$ cat config.mk
export PLATFORM = sky130hd
export DESIGN_NAME = spi_master_wb
export DESIGN_NICKNAME = d
export VERILOG_FILES = /design/src/rtl/spi_pkg.sv /design/src/rtl/spi_sck_gen.sv /design/src/rtl/spi_master_wb.sv
export SDC_FILE = /design/constraint.sdc
export NUM_CORES = 1
export LEC_CHECK = 0
export CORE_MARGIN = 2
export CORE_UTILIZATION = 55
export DETAILED_ROUTE_END_ITERATION = 10
export GPL_TIMING_DRIVEN = 0
export PLACE_DENSITY = 0.8
export SYNTH_ARGS = -nofsm -noshare
export SYNTH_HDL_FRONTEND = slang
export SYNTH_SLANG_ARGS = --single-unit
$ cat constraint.sdc
create_clock -name wb_clk_i -period 2.3 [get_ports wb_clk_i]
set_input_delay 0.23 -clock wb_clk_i [delete_from_list [all_inputs] [get_ports wb_clk_i]]
set_output_delay 0.23 -clock wb_clk_i [all_outputs]
set_load 0.01 [all_outputs]
$ cat src/rtl/spi_pkg.sv
// Shared definitions for the Wishbone SPI master: FSM states, register map,
// STATUS bit positions and the default SCK divider.
package spi_pkg;

  typedef enum logic [2:0] {
    ST_IDLE,
    ST_SETUP,
    ST_SHIFT0,
    ST_GAP,
    ST_SHIFT1,
    ST_HOLD
  } spiState_e;

  localparam logic [7:0] ADDR_TXD    = 8'h00;
  localparam logic [7:0] ADDR_CMD    = 8'h01;
  localparam logic [7:0] ADDR_RXD    = 8'h02;
  localparam logic [7:0] ADDR_STATUS = 8'h03;
  localparam logic [7:0] ADDR_DIV    = 8'h04;

  localparam logic [2:0] STATUS_BUSY_BIT = 3'd0;
  localparam logic [2:0] STATUS_DONE_BIT = 3'd1;

  localparam logic [7:0] DIV_RST_DEFAULT = 8'h03;

endpackage

$ cat src/rtl/spi_sck_gen.sv
// Half-period counter: paces every FSM phase in units of DIV+1 clocks and,
// when toggling is enabled, produces the SCK level with rise/fall strobes.
module spi_sck_gen (
  input  logic       clk_i,
  input  logic       rst_i,
  input  logic       en_i,
  input  logic       toggleEn_i,
  input  logic [7:0] div_i,
  output logic       sck_o,
  output logic       halfEnd_o,
  output logic       rise_o,
  output logic       fall_o
);

  logic [7:0] cnt_q, cnt_d;
  logic       sck_q, sck_d;

  // Strobes fire on the clock whose edge moves SCK, so SCK and the strobe
  // consumers update together.
  always_comb begin
    halfEnd_o = en_i && (cnt_q == div_i);
    rise_o    = halfEnd_o && toggleEn_i && !sck_q;
    fall_o    = halfEnd_o && toggleEn_i && sck_q;
    cnt_d     = cnt_q + 8'd1;
    sck_d     = sck_q;
    if (!en_i) begin
      cnt_d = 8'd0;
      sck_d = 1'b0;
    end else if (halfEnd_o) begin
      cnt_d = 8'd0;
      if (toggleEn_i) begin
        sck_d = ~sck_q;
      end
    end
  end

  always_ff @(posedge clk_i) begin
    if (rst_i) begin
      cnt_q <= 8'd0;
      sck_q <= 1'b0;
    end else begin
      cnt_q <= cnt_d;
      sck_q <= sck_d;
    end
  end

  assign sck_o = sck_q;

endmodule

$ cat src/rtl/spi_master_wb.sv
// Wishbone-controlled SPI master (mode 0): sends a command byte then a data
// byte, captures the slave's reply to the data byte into RXD.
module spi_master_wb
  import spi_pkg::*;
#(
  parameter logic [7:0] DIV_RST = DIV_RST_DEFAULT
) (
  input  logic       wb_clk_i,
  input  logic       wb_rst_i,
  input  logic [7:0] wb_addr_i,
  input  logic [7:0] wb_dat_i,
  output logic [7:0] wb_dat_o,
  input  logic       wb_stb_i,
  input  logic       wb_we_i,
  output logic       wb_ack_o,
  output logic       spi_sck,
  output logic       spi_mosi,
  input  logic       spi_miso,
  output logic       spi_ss,
  output logic       irq
);

  spiState_e   state_q, state_d;
  logic        ack_q, ack_d;
  logic [7:0]  datOut_q, datOut_d;
  logic [7:0]  txd_q, txd_d;
  logic [7:0]  rxd_q, rxd_d;
  logic [7:0]  div_q, div_d;
  logic [7:0]  divLat_q, divLat_d;
  logic [15:0] txShift_q, txShift_d;
  logic [7:0]  rxShift_q, rxShift_d;
  logic [2:0]  bitCnt_q, bitCnt_d;
  logic        gapSecond_q, gapSecond_d;
  logic        done_q, done_d;

  logic        accept, wrEn, rdEn, busy, sckToggle;
  logic        halfEnd, sckRise, sckFall;
  logic [7:0]  readMux, statusReg;

  assign accept    = wb_stb_i && !ack_q;
  assign wrEn      = accept && wb_we_i;
  assign rdEn      = accept && !wb_we_i;
  assign busy      = (state_q != ST_IDLE);
  assign sckToggle = (state_q == ST_SHIFT0) || (state_q == ST_SHIFT1);

  spi_sck_gen u_sck_gen (
    .clk_i      (wb_clk_i),
    .rst_i      (wb_rst_i),
    .en_i       (busy),
    .toggleEn_i (sckToggle),
    .div_i      (divLat_q),
    .sck_o      (spi_sck),
    .halfEnd_o  (halfEnd),
    .rise_o     (sckRise),
    .fall_o     (sckFall)
  );

  always_comb begin
    statusReg                  = 8'h00;
    statusReg[STATUS_BUSY_BIT] = busy;
    statusReg[STATUS_DONE_BIT] = done_q;
    readMux                    = 8'h00;
    case (wb_addr_i)
      ADDR_TXD:    readMux = txd_q;
      ADDR_RXD:    readMux = rxd_q;
      ADDR_STATUS: readMux = statusReg;
      ADDR_DIV:    readMux = div_q;
      default:     readMux = 8'h00;
    endcase
  end

  always_comb begin
    state_d     = state_q;
    ack_d       = accept;
    datOut_d    = 8'h00;
    txd_d       = txd_q;
    rxd_d       = rxd_q;
    div_d       = div_q;
    divLat_d    = divLat_q;
    txShift_d   = txShift_q;
    rxShift_d   = rxShift_q;
    bitCnt_d    = bitCnt_q;
    gapSecond_d = gapSecond_q;
    done_d      = done_q;

    if (rdEn) begin
      datOut_d = readMux;
    end
    if (wrEn && (wb_addr_i == ADDR_TXD)) begin
      txd_d = wb_dat_i;
    end
    if (wrEn && (wb_addr_i == ADDR_DIV)) begin
      div_d = wb_dat_i;
    end
    if (rdEn && (wb_addr_i == ADDR_RXD)) begin
      done_d = 1'b0;
    end

    // The two bytes live in one 16-bit shifter so MOSI is always its MSB.
    case (state_q)
      ST_IDLE: begin
        if (wrEn && (wb_addr_i == ADDR_CMD)) begin
          state_d     = ST_SETUP;
          txShift_d   = {wb_dat_i, txd_q};
          divLat_d    = div_q;
          bitCnt_d    = 3'd0;
          rxShift_d   = 8'h00;
          gapSecond_d = 1'b0;
        end
      end
      ST_SETUP: begin
        if (halfEnd) begin
          state_d = ST_SHIFT0;
        end
      end
      ST_SHIFT0: begin
        if (sckFall) begin
          txShift_d = {txShift_q[14:0], 1'b0};
          bitCnt_d  = bitCnt_q + 3'd1;
          if (bitCnt_q == 3'd7) begin
            state_d     = ST_GAP;
            gapSecond_d = 1'b0;
          end
        end
      end
      ST_GAP: begin
        if (halfEnd) begin
          if (gapSecond_q) begin
            state_d     = ST_SHIFT1;
            gapSecond_d = 1'b0;
          end else begin
            gapSecond_d = 1'b1;
          end
        end
      end
      ST_SHIFT1: begin
        if (sckRise) begin
          rxShift_d = {rxShift_q[6:0], spi_miso};
        end
        if (sckFall) begin
          txShift_d = {txShift_q[14:0], 1'b0};
          bitCnt_d  = bitCnt_q + 3'd1;
          if (bitCnt_q == 3'd7) begin
            state_d = ST_HOLD;
            rxd_d   = rxShift_q;
          end
        end
      end
      ST_HOLD: begin
        // Completion overrides a coincident RXD read clearing done.
        if (halfEnd) begin
          state_d = ST_IDLE;
          done_d  = 1'b1;
        end
      end
      default: state_d = ST_IDLE;
    endcase
  end

  always_ff @(posedge wb_clk_i) begin
    if (wb_rst_i) begin
      state_q     <= ST_IDLE;
      ack_q       <= 1'b0;
      datOut_q    <= 8'h00;
      txd_q       <= 8'h00;
      rxd_q       <= 8'h00;
      div_q       <= DIV_RST;
      divLat_q    <= DIV_RST;
      txShift_q   <= 16'h0000;
      rxShift_q   <= 8'h00;
      bitCnt_q    <= 3'd0;
      gapSecond_q <= 1'b0;
      done_q      <= 1'b0;
    end else begin
      state_q     <= state_d;
      ack_q       <= ack_d;
      datOut_q    <= datOut_d;
      txd_q       <= txd_d;
      rxd_q       <= rxd_d;
      div_q       <= div_d;
      divLat_q    <= divLat_d;
      txShift_q   <= txShift_d;
      rxShift_q   <= rxShift_d;
      bitCnt_q    <= bitCnt_d;
      gapSecond_q <= gapSecond_d;
      done_q      <= done_d;
    end
  end

  assign wb_ack_o = ack_q;
  assign wb_dat_o = datOut_q;
  assign spi_ss   = !busy;
  assign spi_mosi = busy && txShift_q[15];
  assign irq      = done_q;

endmodule
==> flow_summary.toml <==
[power]
leakagePower_uw = 0.00163
seqPwrFrac = 0.552
p_int_uw = 2000
netSwitchingFraction = 0.223
p_switching_uw = 575
clock_power_share = 0.405
powerDensity_nw_per_um2 = 577
pwr-share-comb = 0.043
finalPower_uw = 2570
ir_worst_vdd_v = 0.000452

[die]
die_area_um2 = 7340
coreArea_um2 = 6390
top_level_ports = 34
die_x_um = 85.7
start_util = 0.575
rows = 29
die_height_um = 85.7

[worst_hold_path]
hold_path.class = "input port to register"

[run]
max_cap_violations = 0

[global_routing]
track_usage = 0.256
antenna_found_initial = 0
first_global_vias = 3154
grt_pass1_wl_mm = 14.9
grt_max_degree = 14
grt_overflow = 0

[placement]
place_ws_ns = -0.478
placed_area_um2 = 4100
io_buffers = 33
gp_congestion = 0.848
dpl.cell_count = 528
hpwl_mm = 6.33

[sta]
setup-violations-final = 0
drv_slew = 0
tightest_slew_ns = 0.811
hold_viol = 0
slew_headroom = 0.452
layout_min_cycle_time_ns = 2.27
fin_ws_ns = 0.0280
fmax_ghz = 0.440
worst_clock_skew_ns = 0.00724
min_period_over_period = 0.988
holdWs_ns = 0.447

[clocking]
cts_tree = "built"
clkTransAtPathRegs_ns = 0.08
cts-root-buf = "clkbuf_8"
insertion_delay_ns = 0.35
cts_max_level = 3
cts_num_sinks = 82
cts_made_buffers = 9
clockBufferDepth = 2

[worst_setup_path]
critical_path.max_fanout = 9
critPathKind = "input port to register"
required_ns = 2.52
startpoint_type = "input port"
end_kind = "register"
cp.arrival_ns = 2.49

[cells_and_area]
nets = 495
nFillCells = 509
drive_gt1_frac = 0.126
n_antenna_cell = 0
multi_input_area_um2 = 1970
fin_cells = 552
ff_latch_area_um2 = 1640
area_growth_syn_to_layout_pct = 21.5
final_area_um2 = 4460

[logic_synthesis]
ys_warn_count = 0
ys_seq_area_frac = 0.447
avgSynthCellArea_um2 = 8.78
syn_nets = 442
synth_cell_types = 43
postSynth.asyncResetShare = 0
syn_inst = 418
synth-edff-count = 0
ys_seq_elements = 82
syn-cell-area_um2 = 3670
synth-main-ff-cell = "dfxtp_1"

[route]
ant_nets = 0
wl_per_cell_um = 17.0
wirelength_mm = 9.39
vias = 3274
drc = 0
vias_per_cell = 5.93
drt_pass1_iterations = 5
drtIter0Drc = 192

[outcome]
status = "complete, no violations"
==> registers in the layout, summed over array words and instances, names as in the netlist, 3 cells and up <==
signal           cells
txShift_q           16
divLat_q             8
div_q                8
rxShift_q            8
rxd_q                8
txd_q                8
u_sck_gen.cnt_q      8
wb_dat_o             8
bitCnt_q             3
state_q              3
==> worst max-delay path, cell delays in order <==
cell and delay [ns]:
clkdlybuf4s50_1 0.40, or4_4 0.58, or4_4 0.44, buf_6 0.16, nor3_4 0.23, buf_12 0.16, mux2i_1 0.22, nor2_1 0.06
==> cell usage in the layout, fill, tap and decap left out, types with 2 or more instances in the layout <==
cell type | Yosys | routed
clkbuf_8 | 0 | 10
nand4b_1 | 2 | 2
clkdlybuf4s50_1 | 0 | 33
xor2_1 | 11 | 11
nand2b_1 | 3 | 3
or4_4 | 1 | 2
nor2b_1 | 6 | 6
ha_1 | 3 | 3
and4_1 | 2 | 2
mux2i_1 | 33 | 33
or4_1 | 4 | 3
a211o_1 | 3 | 3
nor3_4 | 1 | 2
inv_1 | 4 | 4
dfxtp_1 | 82 | 82
buf_2 | 4 | 4
xnor2_1 | 5 | 5
nand3_1 | 29 | 29
o21ai_0 | 25 | 25
clkinvlp_4 | 0 | 3
nor4_4 | 0 | 2
nor4_2 | 1 | 2
mux2_2 | 16 | 16
nand3b_1 | 3 | 3
nand4_1 | 6 | 6
o31ai_1 | 2 | 2
buf_4 | 0 | 8
a31oi_1 | 3 | 3
a21oi_1 | 32 | 32
nor2_1 | 60 | 59
nor3_1 | 3 | 3
clkbuf_2 | 0 | 4
nand2_1 | 34 | 34
and3_1 | 4 | 4
clkbuf_1 | 20 | 15
==> cell usage after synthesis (5+ instances only) <==
library cell / n / area share
mux2i_1: 33 / 0.090
o21ai_0: 25 / 0.034
clkbuf_1: 20 / 0.020
nor2_1: 60 / 0.061
nor2b_1: 6 / 0.010
nand2_1: 34 / 0.035
xor2_1: 11 / 0.026
nand3_1: 29 / 0.040
mux2_2: 16 / 0.049
nand4_1: 6 / 0.010
dfxtp_1: 82 / 0.45
a21oi_1: 32 / 0.044
xnor2_1: 5 / 0.012
==> layer usage <==
layer,routed length [um],global-route usage,vias to the layer above,share of wire
met5,0,0,-,0
met1,4130,0.322,1564,0.44
met2,4430,0.424,119,0.47
li1,-,-,1571,-
met4,241,0.110,0,0.026
met3,579,0.0558,20,0.062
==> cells by family after synthesis <==
family | after synthesis | synth area share
buffers and inverters | 29 | 0.0310
AND/OR/NAND/NOR | 169 | 0.228
flip-flops | 82 | 0.447
multiplexers | 49 | 0.139
XOR/XNOR | 16 | 0.0382
adder cells (fa/ha/maj) | 4 | 0.0130
AO/OA/AOI/OAI | 69 | 0.104
==> stage by stage <==
stage,util,setup TNS [ns]
5_1_grt,0.698,-0.0152
2_1_floorplan,-,0
4_1_cts,0.685,0
6_report,0.698,0
3_5_place_dp,0.642,-18.31
3_3_place_gp,0.642,-16.37
==> layout make-up <==
type | count | share of cell area
multi-input cells | 307 | 0.442
inverters | 4 | 0.00337
well taps | 77 | 0.0216
plain buffers | 24 | 0.0241
flip-flops and latches | 82 | 0.368
repair buffers | 43 | 0.0976
clock buffers | 11 | 0.0317
clock inverters | 4 | 0.0118
==> final timing paths <==
path	startpoint	to	slack, ns	depth (start not counted)
setup / recovery	wb_addr_i[7]	div_q[4]	0.03	8
hold / removal	spi_miso	rxShift_q[0]	0.45	3
setup reg to reg	state_q[0]	rxShift_q[7]	0.19	7
hold reg to reg	txShift_q[14]	txShift_q[14]	0.47	2
==> power by group through the flow <==
stage               clock (uW)  combinational, uW  sequential (uW)
finish                    1040                111             1420
global placement             0                105             1450
detailed placement           0                106             1450
floorplan                    0               45.1             1450
global route              1110                119             1420
CTS                       1060                107             1420
==> repair_timing <==
action                                  in CTS  in global routing
resized for setup                            4                 18
buffers inserted                             7                  2
endpoints found under the setup margin      52                 34
pin swaps                                    4                  3
gates cloned                                 0                  1
hold buffers                                 0                  0
No activity file was read; power rests on OpenSTA's default activity.
